[config.mk]
export PLATFORM = sky130hd
export DESIGN_NAME = simulation_end_controller_flat
export DESIGN_NICKNAME = d
export VERILOG_FILES = /design/src/rtl/simulation_end_pkg.sv /design/src/rtl/simulation_end_controller_if.sv /design/src/rtl/simulation_end_priority_picker.sv /design/src/rtl/simulation_end_controller.sv /design/src/flat_wrapper.sv
export SDC_FILE = /design/constraint.sdc
export NUM_CORES = 1
export LEC_CHECK = 0
export ABC_AREA = 1
export BUFFER_PORTS_ARGS = -buffer_cell sky130_fd_sc_hd__buf_4
export CORE_AREA = 2 2 66 68
export DETAILED_ROUTE_END_ITERATION = 7
export DIE_AREA = 0 0 68 70
export HOLD_SLACK_MARGIN = 0.05
export PLACE_DENSITY = 0.74
export SETUP_SLACK_MARGIN = 0.15
export SYNTH_ARGS = -nofsm -noshare
export SYNTH_HDL_FRONTEND = slang
export SYNTH_HIERARCHICAL = 1
export SYNTH_SLANG_ARGS = --single-unit
[constraint.sdc]
create_clock -name clock -period 1.5 [get_ports clock]
set_input_delay 0.3 -clock clock [delete_from_list [all_inputs] [get_ports clock]]
set_output_delay 0.3 -clock clock [all_outputs]
set_load 0.01 [all_outputs]
[src/rtl/simulation_end_pkg.sv]
// Shared types and helpers for the end-of-simulation sequencer.
// Latency: n/a (declarations only).
// Backpressure: n/a.
package simulation_end_pkg;

    typedef enum logic [1:0] {
        RUNNING   = 2'd0,
        DRAINING  = 2'd1,
        FINISHING = 2'd2,
        DONE      = 2'd3
    } end_state_e;

    // Reported instead of a zero code when the UART never went quiet.
    localparam int FORCED_FAIL_CODE = 1;

    // Index width that never collapses to zero bits for a single source.
    function automatic int idx_width(input int n);
        return (n <= 1) ? 1 : $clog2(n);
    endfunction

endpackage

[src/rtl/simulation_end_controller_if.sv]
// Request/status bundle between the end-request sources, UART and the sequencer.
// Latency: n/a (wires only).
// Backpressure: none; requests are level signals held by their sources.
interface simulation_end_controller_if #(
    parameter int REQUESTER_COUNT = 4,
    parameter int EXIT_CODE_WIDTH = 8
);
    import simulation_end_pkg::*;

    localparam int IDX_W = idx_width(REQUESTER_COUNT);

    logic [REQUESTER_COUNT-1:0]                 end_request;
    logic [REQUESTER_COUNT*EXIT_CODE_WIDTH-1:0] end_exit_codes;
    logic                                       uart_busy;
    logic                                       ending;
    logic                                       finish_pulse;
    logic [IDX_W-1:0]                           winner_index;
    logic [EXIT_CODE_WIDTH-1:0]                 exit_code;
    logic                                       drain_timeout;
    logic                                       late_request;

    // Bench side: raises requests and reports UART activity.
    modport master (
        output end_request, end_exit_codes, uart_busy,
        input  ending, finish_pulse, winner_index, exit_code, drain_timeout, late_request
    );

    // Sequencer side.
    modport slave (
        input  end_request, end_exit_codes, uart_busy,
        output ending, finish_pulse, winner_index, exit_code, drain_timeout, late_request
    );

endinterface

[src/rtl/simulation_end_priority_picker.sv]
// Lowest-set-bit encoder: bit 0 is the highest-priority source.
// Latency: combinational.
// Backpressure: none.
module simulation_end_priority_picker
    import simulation_end_pkg::*;
#(
    parameter  int REQUESTER_COUNT = 4,
    localparam int IW              = idx_width(REQUESTER_COUNT)
) (
    input  logic [REQUESTER_COUNT-1:0] req_i,
    output logic                       vld_o,
    output logic [IW-1:0]              idx_o
);

    // Scan from the top down so the lowest set index is the last one written.
    always_comb begin
        vld_o = |req_i;
        idx_o = '0;
        for (int i = REQUESTER_COUNT - 1; i >= 0; i--) begin
            if (req_i[i]) begin
                idx_o = IW'(i);
            end
        end
    end

endmodule

[src/rtl/simulation_end_controller.sv]
// Latches one end request, drains the UART until quiet (bounded), then pulses finish.
// Latency: finish after QUIET_TICKS edges past the request edge at best, DRAIN_LIMIT_TICKS at worst.
// Backpressure: none; extra requests are only flagged, never queued.
module simulation_end_controller
    import simulation_end_pkg::*;
#(
    parameter int REQUESTER_COUNT   = 4,
    parameter int EXIT_CODE_WIDTH   = 8,
    parameter int QUIET_TICKS       = 16,
    parameter int DRAIN_LIMIT_TICKS = 1024
) (
    input logic                         clock,
    input logic                         reset,
    simulation_end_controller_if.slave  bus
);

    localparam int IW = idx_width(REQUESTER_COUNT);
    localparam int QW = $clog2(QUIET_TICKS + 1);
    localparam int DW = $clog2(DRAIN_LIMIT_TICKS + 1);

    localparam logic [QW-1:0]              QUIET_LAST = QW'(QUIET_TICKS - 1);
    localparam logic [DW-1:0]              DRAIN_LAST = DW'(DRAIN_LIMIT_TICKS - 1);
    localparam logic [EXIT_CODE_WIDTH-1:0] FORCED     = EXIT_CODE_WIDTH'(FORCED_FAIL_CODE);

    end_state_e                 state_q;
    logic                       ending_q;
    logic                       finish_q;
    logic [IW-1:0]              winner_q;
    logic [EXIT_CODE_WIDTH-1:0] code_q;
    logic                       timeout_q;
    logic                       late_q;
    logic [QW-1:0]              quiet_q;
    logic [DW-1:0]              drain_q;

    logic                       pick_vld;
    logic [IW-1:0]              pick_idx;
    logic [EXIT_CODE_WIDTH-1:0] pick_code;

    simulation_end_priority_picker #(
        .REQUESTER_COUNT (REQUESTER_COUNT)
    ) u_picker (
        .req_i (bus.end_request),
        .vld_o (pick_vld),
        .idx_o (pick_idx)
    );

    assign pick_code = bus.end_exit_codes[pick_idx*EXIT_CODE_WIDTH +: EXIT_CODE_WIDTH];

    // Sequencer: latch winner, drain UART, pulse finish, then park until reset.
    always_ff @(posedge clock) begin
        if (reset) begin
            state_q   <= RUNNING;
            ending_q  <= 1'b0;
            finish_q  <= 1'b0;
            winner_q  <= '0;
            code_q    <= '0;
            timeout_q <= 1'b0;
            late_q    <= 1'b0;
            quiet_q   <= '0;
            drain_q   <= '0;
        end else begin
            finish_q <= 1'b0;
            case (state_q)
                RUNNING: begin
                    if (pick_vld) begin
                        winner_q <= pick_idx;
                        code_q   <= pick_code;
                        ending_q <= 1'b1;
                        quiet_q  <= '0;
                        drain_q  <= '0;
                        state_q  <= DRAINING;
                    end
                end
                DRAINING: begin
                    // Quiet completion is checked first so it beats the limit on a tie.
                    if (!bus.uart_busy && quiet_q == QUIET_LAST) begin
                        state_q  <= FINISHING;
                        finish_q <= 1'b1;
                    end else if (drain_q == DRAIN_LAST) begin
                        state_q   <= FINISHING;
                        finish_q  <= 1'b1;
                        timeout_q <= 1'b1;
                        // A zero code would report a pass despite a stuck UART.
                        if (code_q == '0) begin
                            code_q <= FORCED;
                        end
                    end
                    quiet_q <= bus.uart_busy ? '0 : quiet_q + 1'b1;
                    drain_q <= drain_q + 1'b1;
                end
                FINISHING: begin
                    state_q <= DONE;
                end
                default: begin
                    state_q <= DONE;
                end
            endcase
            // Any request once a winner exists is flagged; the winner never changes.
            if (state_q != RUNNING && |bus.end_request) begin
                late_q <= 1'b1;
            end
        end
    end

    assign bus.ending        = ending_q;
    assign bus.finish_pulse  = finish_q;
    assign bus.winner_index  = winner_q;
    assign bus.exit_code     = code_q;
    assign bus.drain_timeout = timeout_q;
    assign bus.late_request  = late_q;

endmodule

[src/flat_wrapper.sv]
// flat-port wrapper written by rule: the top's interface ports become plain ports
module simulation_end_controller_flat import simulation_end_pkg::*;
#(
    parameter int REQUESTER_COUNT   = 4,
    parameter int EXIT_CODE_WIDTH   = 8,
    parameter int QUIET_TICKS       = 16,
    parameter int DRAIN_LIMIT_TICKS = 1024
)
  (clock, reset, bus_end_request, bus_end_exit_codes, bus_uart_busy, bus_ending, bus_finish_pulse, bus_winner_index, bus_exit_code, bus_drain_timeout, bus_late_request);
  simulation_end_controller_if #(.REQUESTER_COUNT(REQUESTER_COUNT), .EXIT_CODE_WIDTH(EXIT_CODE_WIDTH)) bus_i ();
  input logic clock;
  input logic reset;
  input wire logic [$bits(bus_i.end_request)-1:0] bus_end_request;
  input wire logic [$bits(bus_i.end_exit_codes)-1:0] bus_end_exit_codes;
  input wire logic [$bits(bus_i.uart_busy)-1:0] bus_uart_busy;
  output wire logic [$bits(bus_i.ending)-1:0] bus_ending;
  output wire logic [$bits(bus_i.finish_pulse)-1:0] bus_finish_pulse;
  output wire logic [$bits(bus_i.winner_index)-1:0] bus_winner_index;
  output wire logic [$bits(bus_i.exit_code)-1:0] bus_exit_code;
  output wire logic [$bits(bus_i.drain_timeout)-1:0] bus_drain_timeout;
  output wire logic [$bits(bus_i.late_request)-1:0] bus_late_request;
  assign bus_i.end_request = bus_end_request;
  assign bus_i.end_exit_codes = bus_end_exit_codes;
  assign bus_i.uart_busy = bus_uart_busy;
  assign bus_ending = bus_i.ending;
  assign bus_finish_pulse = bus_i.finish_pulse;
  assign bus_winner_index = bus_i.winner_index;
  assign bus_exit_code = bus_i.exit_code;
  assign bus_drain_timeout = bus_i.drain_timeout;
  assign bus_late_request = bus_i.late_request;
  simulation_end_controller #(.REQUESTER_COUNT(REQUESTER_COUNT), .EXIT_CODE_WIDTH(EXIT_CODE_WIDTH), .QUIET_TICKS(QUIET_TICKS), .DRAIN_LIMIT_TICKS(DRAIN_LIMIT_TICKS)) u_core (.clock(clock), .reset(reset), .bus(bus_i));
endmodule
# == After elaboration in Yosys (flattened, before gate mapping) ==
# Cells that the tools add are included.
# classes
add_sub_neg,2
shift,1
bitwise_logic,2
eq_ne,8
reduce_logical,14
muxes,20
# ops
op,n
8-bit 2-to-1 mux,4
32-bit by 6-bit indexed part select with 8-bit output,1
11-bit one-hot mux with 2 select lines,1
8-bit one-hot mux with 2 select lines,1
2-bit 2-to-1 mux,7
"11-bit by 1-bit adder with 11-bit output, second input constant",1
"11-bit by 10-bit equality test with 1-bit output, second input constant",1
11-bit 2-to-1 mux,1
5-bit 2-to-1 mux,2
5-bit one-hot mux with 2 select lines,1
8-bit logical NOT,1
"2-bit by 1-bit inequality test with 1-bit output, second input constant",3
2-bit AND reduction,3
"5-bit by 1-bit adder with 5-bit output, second input constant",1
"5-bit by 4-bit equality test with 1-bit output, second input constant",1
5-bit AND reduction,1
2-bit one-hot mux with 2 select lines,1
2-bit nonzero test,2
4-bit OR reduction,1
"3-bit by 1-bit inequality test with 1-bit output, second input constant",1
3-bit AND reduction,1
"2-bit by 1-bit equality test with 1-bit output, second input constant",1
1-bit logical AND,2
2-bit logical NOT,1
5 further kinds,7
# word_totals
ff_bits,32
inputBits,39
word_cells,56
output_inout_bits,14

# == Logic depth before layout (Yosys ltp) ==
# Gate-level depths: netlist of the first run.
# depth
ltp_word,7
mapped_depth,12
depth_no_buf,12

# == Modules after synthesis ==
# The synthesis of the first run kept the hierarchy.
# by_module_without_submodules
module,seq_area_each_um2,cells_per_inst,area_per_inst_um2,instances
simulation_end_controller,640.6,272,1778.0,1
simulation_end_priority_picker,0.0,9,46.3,1

# == Least setup slack after synthesis of the first run ==
# No wires, ideal clock.
# synth_path
path_kind,flip-flop to flip-flop
startpoint,register u_core.quiet_q[0]
endpoint,register u_core.code_q[0] (netlist: u_core/bus.exit_code[0])
period_less_slack_ps,1591
arrival_ps,1527
path_stages_with_launch,13
setup_ps,64
n_path_buf,0
t_required_ps,1436
setup_slack_ps,-91
path_cell_list,dfxtp_1 -> ha_1 -> nand2_1 -> nor2_1 -> ha_1 -> inv_1 -> nor2_1 -> nor2_4 -> nand2_1 -> nor2_2 -> nor2_2 -> nor2_1 -> nor2_1
# synth_between
elab_chain_cells,4
# synth_lines
item,line,source
from (decl),simulation_end_controller.sv:32,logic [QW-1:0] quiet_q;
from (signal assigned),simulation_end_controller.sv:88,quiet_q <= bus.uart_busy ? '0 : quiet_q + 1'b1;
5-bit by 4-bit equality test with 1-bit output,simulation_end_controller.sv:76,if (!bus.uart_busy && quiet_q == QUIET_LAST) begin
1-bit logical AND,simulation_end_controller.sv:76,
2-bit inequality test (no source line),n/a,
5-bit AND reduction (no source line),n/a,
to (signal assigned),simulation_end_controller.sv:67,code_q <= pick_code;
to (decl),simulation_end_controller.sv:29,logic [EXIT_CODE_WIDTH-1:0] code_q;
# Every way passes these cells.
# A chain may end at the register's enable or synchronous reset.

# == Worst setup path after layout of the first run ==
# layout_path
startpoint,register u_core.quiet_q[0]
endpoint,register u_core.code_q[3] (netlist: u_core/bus.exit_code[3])
# The elaborated chain is that of the path after synthesis.

==> metrics.yaml, run 1 <==
syn_inst: 281
start_kind: "register"
clk_pin_slew_worst_paths_ns: 0.07
die_area_um2: 4760
end_kind: "register"
critPathArrivalTime_ns: 1.76
antenna_found_initial: 0
ys_async_sr_fraction_pct: 0
grt_setup_unrepaired: "yes"
grt_max_degree: 18
p_sw_share_pct: 29.3
synth.top_cell.area_share_pct: 35.1
cts_tree: "built"
timing.final.crit_share_pct: 106
gp_congestion: 0.785
vias: 1992
postCtsHoldBufs: 0
grt_pass1_wl_um: 7650
setup_tns_ns: -0.444
avgSynthCellArea_um2: 6.49
drt_wl_total_um: 4820
hpwl_um: 3490
ys_warn_count: 6
syn_area_um2: 1820
area_growth_pct: 41.4
drt_iter0_markers: 125
clock_path_buffers: 2
synth_cell_types: 30
vdd_drop_max_v: 0.000464
cts_sinks: 32
core_um2: 4140
relSlewSlack_pct: 74.5
io-pin-count: 53
drv_slew: 0
synth_ff_type: "dfxtp_1"
initial_core_util_pct: 44.0
rows: 24
num_antenna_cells: 0
clk_latency_ns: 0.28
grt_pass1_vias: 1834
synth-edff-count: 0
drc: 0
htreeDepth: 2
final_area_um2: 2580
cp_max_fo: 8
finalSetupViolCount: 9
numCtsBuffers: 5
p_leak_uw: 0.00117
p_switching_uw: 601
p_int_uw: 1450
p_per_area_nw_per_um2: 793
combinationalPowerShare_pct: 23.3
overflow: 0
antenna_left: 0
wl_per_cell_um: 11.9
finClkSkew_ns: 0.00558
layout-drive-gt1-share_pct: 32.7
synth.area.top_cells: "dfxtp_1 35%, nor2_1 15%, nand2_1 8.6%"
die_y_um: 70
failed_checks: "negative setup slack"
cts_root_buf: "clkbuf_8"
clock.fmax_ghz: 0.630
clock_power_share_pct: 31.6
power_frac_seq_pct: 45.2
criticalPathCategory: "reg -> reg"
finalCriticalPeriod_ns: 1.59
worst_slack_ns: -0.0862
fin_util_pct: 62.3
worst_pin_slew_ns: 0.382
min_path_type: "in -> reg"
ys_seq_area_share_pct: 35.1
synth_top_cell_by_area: "dfxtp_1"
placedInstanceArea_um2: 2380
first_pass_iters: 4
final_nets: 393
grt_usage_pct: 20.7
synth_fp_nets: 323
required_ns: 1.68
worstReg2RegStart: "u_core/quiet_q[0]"
final_hold_viol_count: 0
synth_seq_cells: 32
crit_path_start: "u_core/quiet_q[0]"
drv_cap: 0
io_buffers: 52
die_w_um: 68
status: "finished, violations left"
fillers: 405
hp-start: "reset"
vias_per_cell: 4.93
[flip-flops by register name, indices dropped and copies added, names as in the netlist]
signal / count
u_core/drain_q: 11
u_core/bus.exit_code: 8
u_core/quiet_q: 5
u_core/bus.winner_index: 2
u_core/state_q: 2
u_core/bus.drain_timeout: 1
u_core/bus.ending: 1
u_core/bus.finish_pulse: 1
u_core/bus.late_request: 1
[final timing paths]
kind / end / slack, ns / cells after the start
worst max register to register: u_core/bus.exit_code[3] / -0.09 / 12
worst max-delay path: u_core/bus.exit_code[3] / -0.09 / 12
worst min register to register: u_core/bus.late_request / 0.46 / 2
worst min-delay path: u_core/quiet_q[1] / 0.24 / 2
[power groups by stage]
| stage | combinational [uW] | sequential, uW | clock [uW] |
|---|---|---|---|
| floorplan | 239 | 952 | 0 |
| global placement | 447 | 940 | 0 |
| detailed placement | 455 | 943 | 0 |
| CTS | 470 | 922 | 660 |
| global route | 535 | 929 | 698 |
| finish | 476 | 924 | 646 |
[area by class of cell]
type                       count  area, um^2  share of cell area [%]
clock buffer                   5        68.8                    2.67
clock inverter                 3        18.8                   0.727
inverter                      32         123                    4.75
multi-input combinational    208        1100                    42.5
sequential                    32         648                    25.1
tap                           52        65.1                    2.52
timing repair buffer          72         561                    21.7
[layout by cell type (no fill, tap or decap), drive strengths merged, types with 2 or more instances in the layout]
cell type  count
ha             3
a21oi         30
nand3         11
nor2          79
clkbuf         5
o21ai         30
clkinv         3
inv           32
nand2         44
buf           72
nand4          2
dfxtp         32
[stage by stage]
stage / setup WS [ns] / std cells / total power [uW] / hold slack, ns
floorplan: 0.00286 / 281 / 1190 / 0.440
global route: -0.192 / 404 / 2160 / 0.249
global placement: -0.0789 / 390 / 1390 / 0.446
finish: -0.0862 / 404 / 2050 / 0.244
detailed placement: -0.139 / 390 / 1400 / 0.458
CTS: -0.0557 / 401 / 2050 / 0.251
[synthesized netlist by cell type (2+ instances only)]
library cell and instances:
buf_2 3, nand3_1 10, nor2_2 3, nand2_2 2, clkbuf_1 4, nor2_1 71
nand2_1 42, a21oi_2 2, dfxtp_1 32, inv_2 3, ha_1 3, nor2_4 4
nand4_1 2, a21oi_1 28, o21ai_0 30, inv_1 28
[cells by family (layout without fill, tap and decap cells)]
family | after synthesis | count (layout) | synth area share [%]
XOR/XNOR | 1 | 1 | 0.480
buffers and inverters | 41 | 112 | 9.40
AND/OR/NAND/NOR | 140 | 140 | 34.4
flip-flops | 32 | 32 | 35.1
AO/OA/AOI/OAI | 64 | 64 | 18.6
adder cells (fa/ha/maj) | 3 | 3 | 2.06
[layer usage]
layer | up-vias | GRT usage [%] | part of all wire [%]
li1 | 1039 | - | -
met1 | 896 | 26.0 | 42
met2 | 50 | 34.8 | 53
met3 | 7 | 3.54 | 4.1
met4 | 0 | 7.33 | 1.4
met5 | - | 0 | 0
[critical path, stage by stage (launching register included)]
cell and delay (ns):
dfxtp_4 0.36, ha_4 0.17, nand2_4 0.06, nor2_2 0.03, ha_2 0.16, inv_2 0.07
nor2_4 0.04, nor2_4 0.15, nand2_2 0.09, nor2_4 0.12, nor2_4 0.06, nor2_2 0.12
nor2_1 0.05
[timing repair]
item	in CTS	in global routing
resized for setup	9	8
buffers inserted	3	3
endpoints found under the setup margin	10	16
pin swaps	16	6
cloned	0	0
(Power assumes the default switching activity.)
==> run 2: changes to the inputs <==
--- a/config.mk
+++ b/config.mk
@@ -5,11 +5,11 @@
 export SDC_FILE = /design/constraint.sdc
 export NUM_CORES = 1
 export LEC_CHECK = 0
-export ABC_AREA = 1
 export BUFFER_PORTS_ARGS = -buffer_cell sky130_fd_sc_hd__buf_4
-export CORE_AREA = 2 2 66 68
+export CAP_MARGIN = 15
+export CORE_AREA = 2 2 65 67
 export DETAILED_ROUTE_END_ITERATION = 7
-export DIE_AREA = 0 0 68 70
+export DIE_AREA = 0 0 67 69
 export HOLD_SLACK_MARGIN = 0.05
 export PLACE_DENSITY = 0.74
 export SETUP_SLACK_MARGIN = 0.15
==> run 2 against run 1 <==
The flow still finishes with violations (negative setup slack). Final cell count is 18% lower. Non-clock buffer count is 21 higher. Sequential power is 1% lower. Combinational power is 20% higher. Clock power is 28% higher. Via count is 6.4% lower. Utilization is 12 points higher. Count of clock-buffer cells in the layout stayed put. Clock skew is 0.0026 ns higher. Largest power group unchanged.
==> metrics.yaml, run 2 <==
status: "finished, violations left"
failed_checks: "negative setup slack"
syn_inst: 190
p_per_area_nw_per_um2: 795
finClkSkew_ns: 0.00821
grt_setup_unrepaired: "yes"
min_path_type: "in -> reg"
grt_pass1_vias: 1723
synth_top_family_by_area: "simple AND/OR/NAND/NOR gates"
cts_root_buf: "clkbuf_8"
r2r_slack_ns: -0.04
finalCriticalPeriod_ns: 1.54
synth_fa_ha_area_share_pct: 2.16
io-pin-count: 53
worst_pin_slew_ns: 0.372
antenna_found_initial: 0
synth.top_cell.area_share_pct: 36.8
initial_core_util_pct: 44.5
die_w_um: 67
slowest_delay_ns: 0.54
cts_sinks: 32
placedInstanceArea_um2: 2450
area_growth_pct: 67.0
met3_usage_pct: 5.38
clk_pin_slew_worst_paths_ns: 0.07
synthXorXnorAreaFrac_pct: 0
grt_usage_pct: 22.8
clock.fmax_ghz: 0.649
synth_top_cell_by_area: "dfxtp_1"
grt_max_degree: 35
final_area_um2: 2910
busiest_layer: "met2"
required_ns: 1.68
synth_cell_types: 41
hp-start: "bus_uart_busy"
timing.final.crit_share_pct: 103
core_um2: 3910
avgSynthCellArea_um2: 9.16
hpwl_um: 3340
synth_ff_type: "dfxtp_1"
cp_max_fo: 8
synth_simple_gate_area_share_pct: 27.2
vias: 1864
synth_fp_nets: 232
syn_area_um2: 1740
clk_latency_ns: 0.29
r2r_end: "u_core/bus.exit_code[4]"
die_area_um2: 4620
pre_cts_slack_ns: -0.229
cp_slowest_cell: "or4_4"
instances_no_fill: 332
drc: 0
criticalPathCategory: "reg -> reg"
worst_r2r_path_depth: 5
final_nets: 323
dp_cells: 307
finalSetupViolCount: 9
critPathArrivalTime_ns: 1.72
die_y_um: 69
clock_path_buffers: 2
synth_seq_cells: 32
io_buffers: 52
antenna_left: 0
overflow: 0
synthMuxAreaShare_pct: 16.2
rows: 23
fin_util_pct: 74.3
synth_compound_area_share_pct: 14.3
ys_async_sr_fraction_pct: 0
drv_slew: 0
synth.area.top_cells: "dfxtp_1 37%, mux4_2 10%, a21oi_1 4.9%"
hold_slack_ns: 0.348
start_kind: "register"
wl_per_cell_um: 17.0
first_pass_iters: 4
vdd_drop_max_v: 0.000578
worst_slack_ns: -0.0402
postCtsHoldBufs: 0
final_cell_mix: "82 x buf_4, 20 x dfxtp_1, 18 x nor2_1, 17 x nand2_1, 13 x a21oi_1"
num_antenna_cells: 0
synth-edff-count: 0
holdPathEnd: "u_core/quiet_q[1]"
drv_cap: 0
cts_tree: "built"
final_common_cell: "buf_4"
top_register: "u_core/drain_q"
whs_path_depth: 3
ys_warn_count: 6
largest_reg_flops: 11
grt_use_met2_pct: 36.4
relSlewSlack_pct: 75.2
drt_iter0_markers: 147
p_leak_uw: 0.00120
ys_seq_area_share_pct: 36.8
cp_top_family: "simple AND/OR/NAND/NOR gates"
layout-drive-gt1-share_pct: 57.4
grt_pass1_wl_um: 8160
post-synth-top-count-cell: "dfxtp_1"
htreeDepth: 2
cp_cell_sequence: "or4_4, nor2_4, a41oi_4, buf_12, mux2i_2"
drt_wl_total_um: 5640
end_kind: "register"
worstReg2RegStart: "u_core/bus.exit_code[2]"
cp_num_buf_inv: 1
numCtsBuffers: 5
use_met1_pct: 29.3
synth_common_cells: "32 x dfxtp_1, 21 x nand2_1, 18 x nor2_1"
final_hold_viol_count: 0
vias_per_cell: 5.61
gp_congestion: 0.795
[run 2: final cells by class]
| class | instances | area [um^2] |
|---|---|---|
| Inverter | 4 | 15.0 |
| Multi-Input combinational cell | 145 | 1270 |
| Fill cell | 270 | 1010 |
| Clock inverter | 3 | 42.5 |
| Sequential cell | 32 | 663 |
| Clock buffer | 5 | 68.8 |
| Timing Repair Buffer | 93 | 783 |
| Tap cell | 50 | 62.6 |
[run 2: worst max path at each step]
stage / slack, ns / from / cells after the start / to
CTS: -0.03 / u_core/bus.exit_code[2] / 5 / u_core/bus.exit_code[4]
floorplan: -0.03 / bus_end_request[2] / 6 / u_core/bus.exit_code[0]
global route: -0.08 / u_core/bus.exit_code[2] / 5 / u_core/bus.exit_code[4]
detailed placement: -0.23 / bus_end_request[2] / 7 / u_core/bus.exit_code[0]
global placement: -0.20 / bus_end_request[2] / 7 / u_core/bus.exit_code[0]
finish: -0.04 / u_core/bus.exit_code[2] / 5 / u_core/bus.exit_code[4]
[run 2: repair_timing]
action | 4_1_cts | 5_1_grt
buffers inserted | 6 | 9
pin swaps | 11 | 18
resized for setup | 22 | 31
setup endpoints to repair | 16 | 25
cloned | 0 | 2
[run 2: stage by stage]
stage,total power (uW),setup TNS (ns)
CTS,2240,-0.194
detailed placement,1400,-1.80
global placement,1400,-1.52
floorplan,1180,-0.0271
finish,2310,-0.146
global route,2410,-0.554
[run 2: power breakdown]
part	leakage [uW]	switching [uW]	internal [uW]
clock	0.0000541	336	491
sequential	0.000267	32.0	883
combinational	0.000880	237	331
total	0.00120	606	1710
[run 2: cells by family after synthesis]
family | count (synthesis)
DFF | 32
and+or+nand+nor | 86
muxes | 18
adders and majority gates | 3
AOI/OAI and AO/OA | 37
buffers and inverters | 14
[run 2: metal layers]
| metal | wire, um | vias to the layer above |
|---|---|---|
| met5 | 0 | - |
| met4 | 178 | 0 |
| met3 | 284 | 18 |
| met2 | 2880 | 67 |
| met1 | 2290 | 895 |
| li1 | - | 884 |
[run 2: worst register-to-register path, delay by kind of cell (launching register included)]
family / cells / cell delay, ns
buffers and inverters: 1 / 0.17
flip-flops: 1 / 0.31
AND/OR/NAND/NOR: 2 / 0.68
AO/OA/AOI/OAI: 1 / 0.14
multiplexers: 1 / 0.14
